==> config.mk <==
export PLATFORM = sky130hd
export DESIGN_NAME = flg_encode
export DESIGN_NICKNAME = d
export VERILOG_FILES = /design/src/rtl/flg_encode.sv
export SDC_FILE = /design/constraint.sdc
export NUM_CORES = 1
export LEC_CHECK = 0
export ABC_AREA = 1
export BUFFER_PORTS_ARGS = -buffer_cell sky130_fd_sc_hd__buf_2
export CAP_MARGIN = 20
export CORE_UTILIZATION = 51
export DETAILED_ROUTE_END_ITERATION = 12
export PLACE_DENSITY = 0.77
export SETUP_SLACK_MARGIN = 0.4
export SLEW_MARGIN = 20
export SYNTH_ARGS = -nofsm -noshare
export SYNTH_HDL_FRONTEND = slang
export SYNTH_SLANG_ARGS = --single-unit
export TNS_END_PERCENT = 50
==> constraint.sdc <==
create_clock -name clk -period 2.25 [get_ports clk]
set_clock_uncertainty 0.1 [all_clocks]
set_input_delay 0.1125 -clock clk [delete_from_list [all_inputs] [get_ports clk]]
set_output_delay 0.1125 -clock clk [all_outputs]
set_load 0.05 [all_outputs]
==> src/rtl/flg_encode.sv <==
// Sparsity encoder: packs the nonzero elements of each DEPTH-element channel block
// into a compressed data stream and emits one occupancy flag word per block.
module flg_encode #(
  parameter int DEPTH     = 32,
  parameter int ACT_WIDTH = 8,
  parameter int IDX_WIDTH = 5,
  parameter int CNT_WIDTH = 6
) (
  input  logic                 clk,
  input  logic                 rst_n,
  input  logic                 enc_clr,
  input  logic                 in_vld,
  output logic                 in_rdy,
  input  logic [ACT_WIDTH-1:0] in_dat,
  input  logic                 in_last,
  output logic                 dat_vld,
  input  logic                 dat_rdy,
  output logic [ACT_WIDTH-1:0] dat_out,
  output logic [IDX_WIDTH-1:0] dat_idx,
  output logic                 flg_vld,
  input  logic                 flg_rdy,
  output logic [DEPTH-1:0]     flg_out,
  output logic [CNT_WIDTH-1:0] flg_nnz,
  output logic                 busy
);

  typedef enum logic [0:0] {
    IDLE = 1'b0,
    FILL = 1'b1
  } state_t;

  state_t               state_q,   state_d;
  logic [IDX_WIDTH-1:0] cnt_q,     cnt_d;
  logic [DEPTH-1:0]     acc_flg_q, acc_flg_d;
  logic [CNT_WIDTH-1:0] acc_nnz_q, acc_nnz_d;
  logic                 dat_vld_q, dat_vld_d;
  logic [ACT_WIDTH-1:0] dat_out_q, dat_out_d;
  logic [IDX_WIDTH-1:0] dat_idx_q, dat_idx_d;
  logic                 flg_vld_q, flg_vld_d;
  logic [DEPTH-1:0]     flg_out_q, flg_out_d;
  logic [CNT_WIDTH-1:0] flg_nnz_q, flg_nnz_d;
  logic                 busy_q,    busy_d;

  logic                 dat_space;
  logic                 flg_space;
  logic                 closing;
  logic                 in_rdy_c;
  logic                 accept;
  logic                 nz;
  logic [DEPTH-1:0]     elem_bit;
  logic [DEPTH-1:0]     flg_full;
  logic [CNT_WIDTH-1:0] nnz_full;

  // Stall whenever the element could need a slot that is not free, even for a zero
  // element, so acceptance never depends on the data value.
  always_comb begin
    dat_space = ~dat_vld_q | dat_rdy;
    flg_space = ~flg_vld_q | flg_rdy;
    closing   = (cnt_q == IDX_WIDTH'(DEPTH - 1)) | in_last;
    in_rdy_c  = rst_n & dat_space & (~closing | flg_space) & ~enc_clr;
    accept    = in_vld & in_rdy_c;
    nz        = |in_dat;
    elem_bit  = {{(DEPTH-1){1'b0}}, nz} << cnt_q;
    flg_full  = acc_flg_q | elem_bit;
    nnz_full  = acc_nnz_q + {{(CNT_WIDTH-1){1'b0}}, nz};
  end

  always_comb begin
    state_d   = state_q;
    cnt_d     = cnt_q;
    acc_flg_d = acc_flg_q;
    acc_nnz_d = acc_nnz_q;
    dat_vld_d = dat_vld_q;
    dat_out_d = dat_out_q;
    dat_idx_d = dat_idx_q;
    flg_vld_d = flg_vld_q;
    flg_out_d = flg_out_q;
    flg_nnz_d = flg_nnz_q;

    if (accept && nz) begin
      dat_vld_d = 1'b1;
      dat_out_d = in_dat;
      dat_idx_d = cnt_q;
    end else if (dat_rdy) begin
      dat_vld_d = 1'b0;
    end

    if (accept && closing) begin
      flg_vld_d = 1'b1;
      flg_out_d = flg_full;
      flg_nnz_d = nnz_full;
    end else if (flg_rdy) begin
      flg_vld_d = 1'b0;
    end

    // Abort drops only the partial block; output registers keep draining.
    if (enc_clr) begin
      state_d   = IDLE;
      cnt_d     = '0;
      acc_flg_d = '0;
      acc_nnz_d = '0;
    end else if (accept) begin
      if (closing) begin
        state_d   = IDLE;
        cnt_d     = '0;
        acc_flg_d = '0;
        acc_nnz_d = '0;
      end else begin
        state_d   = FILL;
        cnt_d     = cnt_q + 1'b1;
        acc_flg_d = flg_full;
        acc_nnz_d = nnz_full;
      end
    end

    busy_d = (state_d == FILL);
  end

  always_ff @(posedge clk or negedge rst_n) begin
    if (!rst_n) begin
      state_q   <= IDLE;
      cnt_q     <= '0;
      acc_flg_q <= '0;
      acc_nnz_q <= '0;
      dat_vld_q <= 1'b0;
      dat_out_q <= '0;
      dat_idx_q <= '0;
      flg_vld_q <= 1'b0;
      flg_out_q <= '0;
      flg_nnz_q <= '0;
      busy_q    <= 1'b0;
    end else begin
      state_q   <= state_d;
      cnt_q     <= cnt_d;
      acc_flg_q <= acc_flg_d;
      acc_nnz_q <= acc_nnz_d;
      dat_vld_q <= dat_vld_d;
      dat_out_q <= dat_out_d;
      dat_idx_q <= dat_idx_d;
      flg_vld_q <= flg_vld_d;
      flg_out_q <= flg_out_d;
      flg_nnz_q <= flg_nnz_d;
      busy_q    <= busy_d;
    end
  end

  assign in_rdy  = in_rdy_c;
  assign dat_vld = dat_vld_q;
  assign dat_out = dat_out_q;
  assign dat_idx = dat_idx_q;
  assign flg_vld = flg_vld_q;
  assign flg_out = flg_out_q;
  assign flg_nnz = flg_nnz_q;
  assign busy    = busy_q;

endmodule

# ---- After elaboration in Yosys (flattened, before gate mapping)
# Cells that the tools add are included.
dict set report classes {
  n_eq_ne 1
  shifts 1
  add_sub_neg 2
  n_reduce_logical 6
  n_mux 16
  bitwise 13
}
# operator n
set op_table {}
lappend op_table {{2-to-1 mux 32 bit} 3}
lappend op_table {{OR 32 bit} 1}
lappend op_table {{left shift 1 x 5 -> 32 bit} 1}
lappend op_table {{2-to-1 mux 6 bit} 3}
lappend op_table {{2-to-1 mux 5 bit} 3}
lappend op_table {{OR reduction 8 bit} 1}
lappend op_table {{2-to-1 mux 1 bit} 7}
lappend op_table {{adder 6 x 1 -> 6 bit} 1}
lappend op_table {{nonzero test 2 bit} 3}
lappend op_table {{adder 5 x 1 -> 5 bit, second input constant} 1}
lappend op_table {{equality test 5 bit, second input constant} 1}
lappend op_table {{bitwise AND 1 bit} 4}
lappend op_table {{inverter 1 bit} 4}
lappend op_table {{OR 1 bit} 4}
lappend op_table {{logical AND 1 bit} 2}
dict set report totals {
  register_bits 97
  elab_cells 49
  out_inout_bits 55
  inputBits 15
}

# ---- Longest topological paths before layout
dict set report depth {
  depth_word 9
  mapped_depth 14
  depth_no_buf 12
}

# ---- Worst setup path before layout
# No wires, ideal clock.
dict set report synth_path {
  kind {reg2reg}
  startpoint {register cnt_q[3]}
  endpoint {register acc_flg_q[27]}
  n_path_buf 4
  setup_ns 0.119
  path_stages_with_launch 14
  slack_ns -0.134
  t_arrival_ns 2.165
  cell_sequence {dfrtp_1 > buf_2 > clkinv_1 > clkbuf_1 > nor2_1 > ha_1 > or2_4 > nand2_2 > nand3_4 > nand2_2 > buf_6 > buf_8 > o21ai_1 > and2_1}
}
dict set report synth_between {
  elab_chain_cells 8
  word_cells_on_any_way 13
  classes_between {eq/ne: 1; shift: 1; mux: 3; bitwise: 7; reduce/logical: 1}
}
# element line_no
set synth_lines {}
lappend synth_lines {{start: declaration} 33} ;# logic [IDX_WIDTH-1:0] cnt_q, cnt_d;
lappend synth_lines {{start signal: assignment} 134} ;# cnt_q <= cnt_d;
lappend synth_lines {{equality test 5 bit} 59} ;# closing = (cnt_q == IDX_WIDTH'(DEPTH - 1)) | in_last;
lappend synth_lines {{OR 1 bit} 59}
lappend synth_lines {{inverter 1 bit} 60} ;# in_rdy_c = rst_n & dat_space & (~closing | flg_space) & ~enc_clr;
lappend synth_lines {{OR 1 bit} 60}
lappend synth_lines {{bitwise AND 1 bit (2 in series)} 60}
lappend synth_lines {{bitwise AND 1 bit} 61} ;# accept = in_vld & in_rdy_c;
lappend synth_lines {{nonzero test 2 bit (no line)} -}
lappend synth_lines {{end signal: assignment} 135} ;# acc_flg_q <= acc_flg_d;
lappend synth_lines {{end: declaration} 34} ;# logic [DEPTH-1:0] acc_flg_q, acc_flg_d;
# Parallel ways exist; a longest one is shown, timed or not. The select of a mux whose other input is x is not followed.
# A chain may end at the register's enable or synchronous reset.

# ---- Final worst setup path
dict set report layout_path {
  startpoint {register cnt_q[0]}
  endpoint {output in_rdy}
}
dict set report layout_between {
  elab_chain_cells 6
}
# element line_no
set layout_lines {}
lappend layout_lines {{equality test 5 bit} 59}
lappend layout_lines {{OR 1 bit} 59}
lappend layout_lines {{inverter 1 bit} 60}
lappend layout_lines {{OR 1 bit} 60}
lappend layout_lines {{bitwise AND 1 bit (2 in series)} 60}
lappend layout_lines {{end: declaration} 13} ;# output logic in_rdy,
# No other way between the ends.

==> qor.yml <==
status:
  status: "finished clean"
cts:
  cts_tree: "yes"
  htreeDepth: 3
  numClockSinks: 97
  cts_buffer_depth: 2
  clkLatencyLatePin_ns: 0.37
  root_buffer: "clkbuf_8"
  cts_buffers: 9
  clk_pin_slew_worst_paths_ns: 0.09
die:
  core_sq_um: 8678
  start_util_pct: 52.34
  dieArea_sq_um: 9287
  num_rows: 34
  io_pins: 70
  fp.dieW_microns: 96.37
  die_y_microns: 96.37
global_routing:
  grt_pass1_vias: 3648
  grt_pass1_wl_microns: 17340
  antenna_found_initial: 0
  grt-ovfl-total: 0
  grt_usage_pct: 24.83
  grt_max_degree: 62
cells_and_area:
  fin_cells: 732
  register_area_sq_um: 2427
  diodes: 0
  areaGrowthSynthToFinish_pct: 27.96
  postLayoutCoreUtil_pct: 66.97
  post_route_cells_drive_above_1_share_pct: 29.97
  multi_input_area_sq_um: 1841
  nets: 638
  fillCellCount: 668
placed_design:
  dp.cells: 683
  dpl.hpwl_microns: 6643
  place_congestion: 0.7863
  port_buffers: 69
route:
  wl_per_cell_microns: 15.54
  vias_per_cell: 5.288
  dr.pass1.iters: 5
  first_iter_violations: 311
  route.antenna.remaining_nets: 0
  route.detailed.drc: 0
  routed-via-count: 3871
  wl_microns: 11370
worst_setup_path:
  worstPathRequired_ns: 2.04
  critical_path_class: "reg2out"
  critical-path-top-delay-family: "simple AND/OR/NAND/NOR gates"
  critical_path_arrival_ns: 1.94
  worst-path-buf-inv: 2
  path_cells: "ha_2, nand2_2, nor2_2, ha_2, or2_4, nand2_4, buf_4, and2_4, buf_8"
  startpoint_type: "flop"
  worst-path-max-fanout: 2
  crit_path_max_incr_delay_ns: 0.39
  critPathSlowestCell: "dfrtp_1"
  cp_common_cell: "ha_2"
  cp-end-kind: "output pin"
pwr:
  power_w: 0.003696
  vdd_drop_max_mv: 0.5511
  p_leak_nw: 3.168
  power_density_nw_per_um2: 635.9
sta:
  fmax_mhz: 465.4
  hold_viol: 0
  slew_violations: 0
  setup_tns_ns: 0
  tightest_slew_ns: 0.7710
  grt_setup_unrepaired: "yes"
  min_period_ns: 2.149
  finalSetupViolCount: 0
  relSlewSlack_pct: 48.60
  fin_crit_sh_pct: 95.51
logic_synthesis:
  yosysUniqueCellTypes: 32
  yosysMostFrequentCell: "nand2_1"
  yosysWarnings: 0
  synth_seq_cells: 97
  postSynthCellCount: 515
  synthFlopType: "dfrtp_1"
  synth_commonest_cells: "163 x nand2_1, 97 x dfrtp_1, 58 x inv_1"
  async_reset_ff_share_pct: 100.0
  synth_top_cell_area_share_pct: 53.44
  netlist_area_sq_um: 4542
  synth-seq-area-share_pct: 53.44
  synth_edf_count: 0
  syn_nets: 534
  synth.area.top_cells: "dfrtp_1 53%, nand2_1 13%, inv_1 4.8%"
  yosysTopAreaCell: "dfrtp_1"
  syn_area_per_cell_sq_um: 8.819
flow_run:
  max_cap_violations: 0
worst_hold_path:
  min_path_type: "in2reg"
## timing repair
item                       CTS  global route
hold buffers                12             0
setup buffers                8             6
resized for setup           15            45
pin swaps                    4            17
setup endpoints to repair   98            98
gates cloned                 1             6
hold endpoints to repair   109             0
## layer usage
metal  GRT usage [%]  part of all wire (%)  routed length (microns)  vias to the layer above
met2           40.31                    49                     5525                      153
li1                -                     -                        -                     1842
met5               0                     0                        0                        -
met1           33.25                    43                     4850                     1846
met4           8.456                   2.0                      227                        0
met3           5.243                   6.8                      769                       30
## report_power, final
part / internal (W) / switching (W)
sequential: 0.00180 / 0.0000321
combinational: 0.000160 / 0.000407
clock: 0.000690 / 0.000604
## flip-flops by register name (all words and copies together) (netlist names)
name	flops
flg_nnz	6
cnt_q	5
busy	1
dat_out	8
dat_vld	1
acc_nnz_q	6
acc_flg_q	32
flg_out	32
dat_idx	5
flg_vld	1
## cell usage in the layout (no fill, tap or decap), drive strengths merged, types with 2 or more instances in the layout
master,Yosys,layout
ha,4,4
clkinv,2,4
buf,18,98
clkbuf,6,18
nand3,28,28
xor2,4,4
nand2,166,166
bufinv,0,2
inv,62,63
nand4,12,12
dlygate4sd3,0,12
dfrtp,97,97
o31ai,2,2
and2,5,5
o21ai,54,54
o22ai,3,3
nor2,25,25
a2bb2oi,8,8
a21boi,16,16
## area by class of cell
type                    count  area share [%]
multi-input cells         330           31.67
clock inverters             2           1.033
well taps                 108           2.325
clock buffers              14           2.799
flip-flops and latches     97           41.77
inverters                  64           4.715
repair buffers            114           15.24
repair inverters            3          0.4521
## worst min-delay path, delay by kind of cell
kind | cells | cell delay (ns)
simple gates | 3 | 0.26
buf+inv | 2 | 0.26
## cell families (layout without fill, tap and decap cells)
group | count (synthesis) | in the layout | synth area share, %
AOI/OAI and AO/OA | 83 | 83 | 13.36
DFF | 97 | 97 | 53.44
adders and majority gates | 4 | 4 | 1.102
and+or+nand+nor | 238 | 238 | 22.34
buffers and inverters | 88 | 197 | 8.788
xor gates and xnor gates | 5 | 5 | 0.9641
## final timing paths
| check | start | to | slack, ns | cells after the start |
|---|---|---|---|---|
| min in group asynchronous | rst_n | acc_flg_q[20] | 0.30 | 3 |
| max reg2reg | cnt_q[0] | acc_flg_q[20] | 0.11 | 12 |
| min | in_vld | busy | 0.20 | 5 |
| max in group asynchronous | rst_n | acc_nnz_q[5] | 1.13 | 3 |
| max | cnt_q[0] | in_rdy | 0.10 | 9 |
| min reg2reg | flg_out[24] | flg_out[24] | 0.37 | 2 |
## per-stage QoR
stage                     hold WS [ns]  worst slack (ns)  area, sq um
after global routing            0.2080           0.02133         5812
after CTS                      0.09064            0.1556         5514
after detailed placement        0.1691           0.03611         5046
final                           0.2004            0.1011         5812
after global placement          0.1666            0.1099         5046
after floorplan                -0.2831            0.1493         4601
Power figures use the tool's default switching activity.
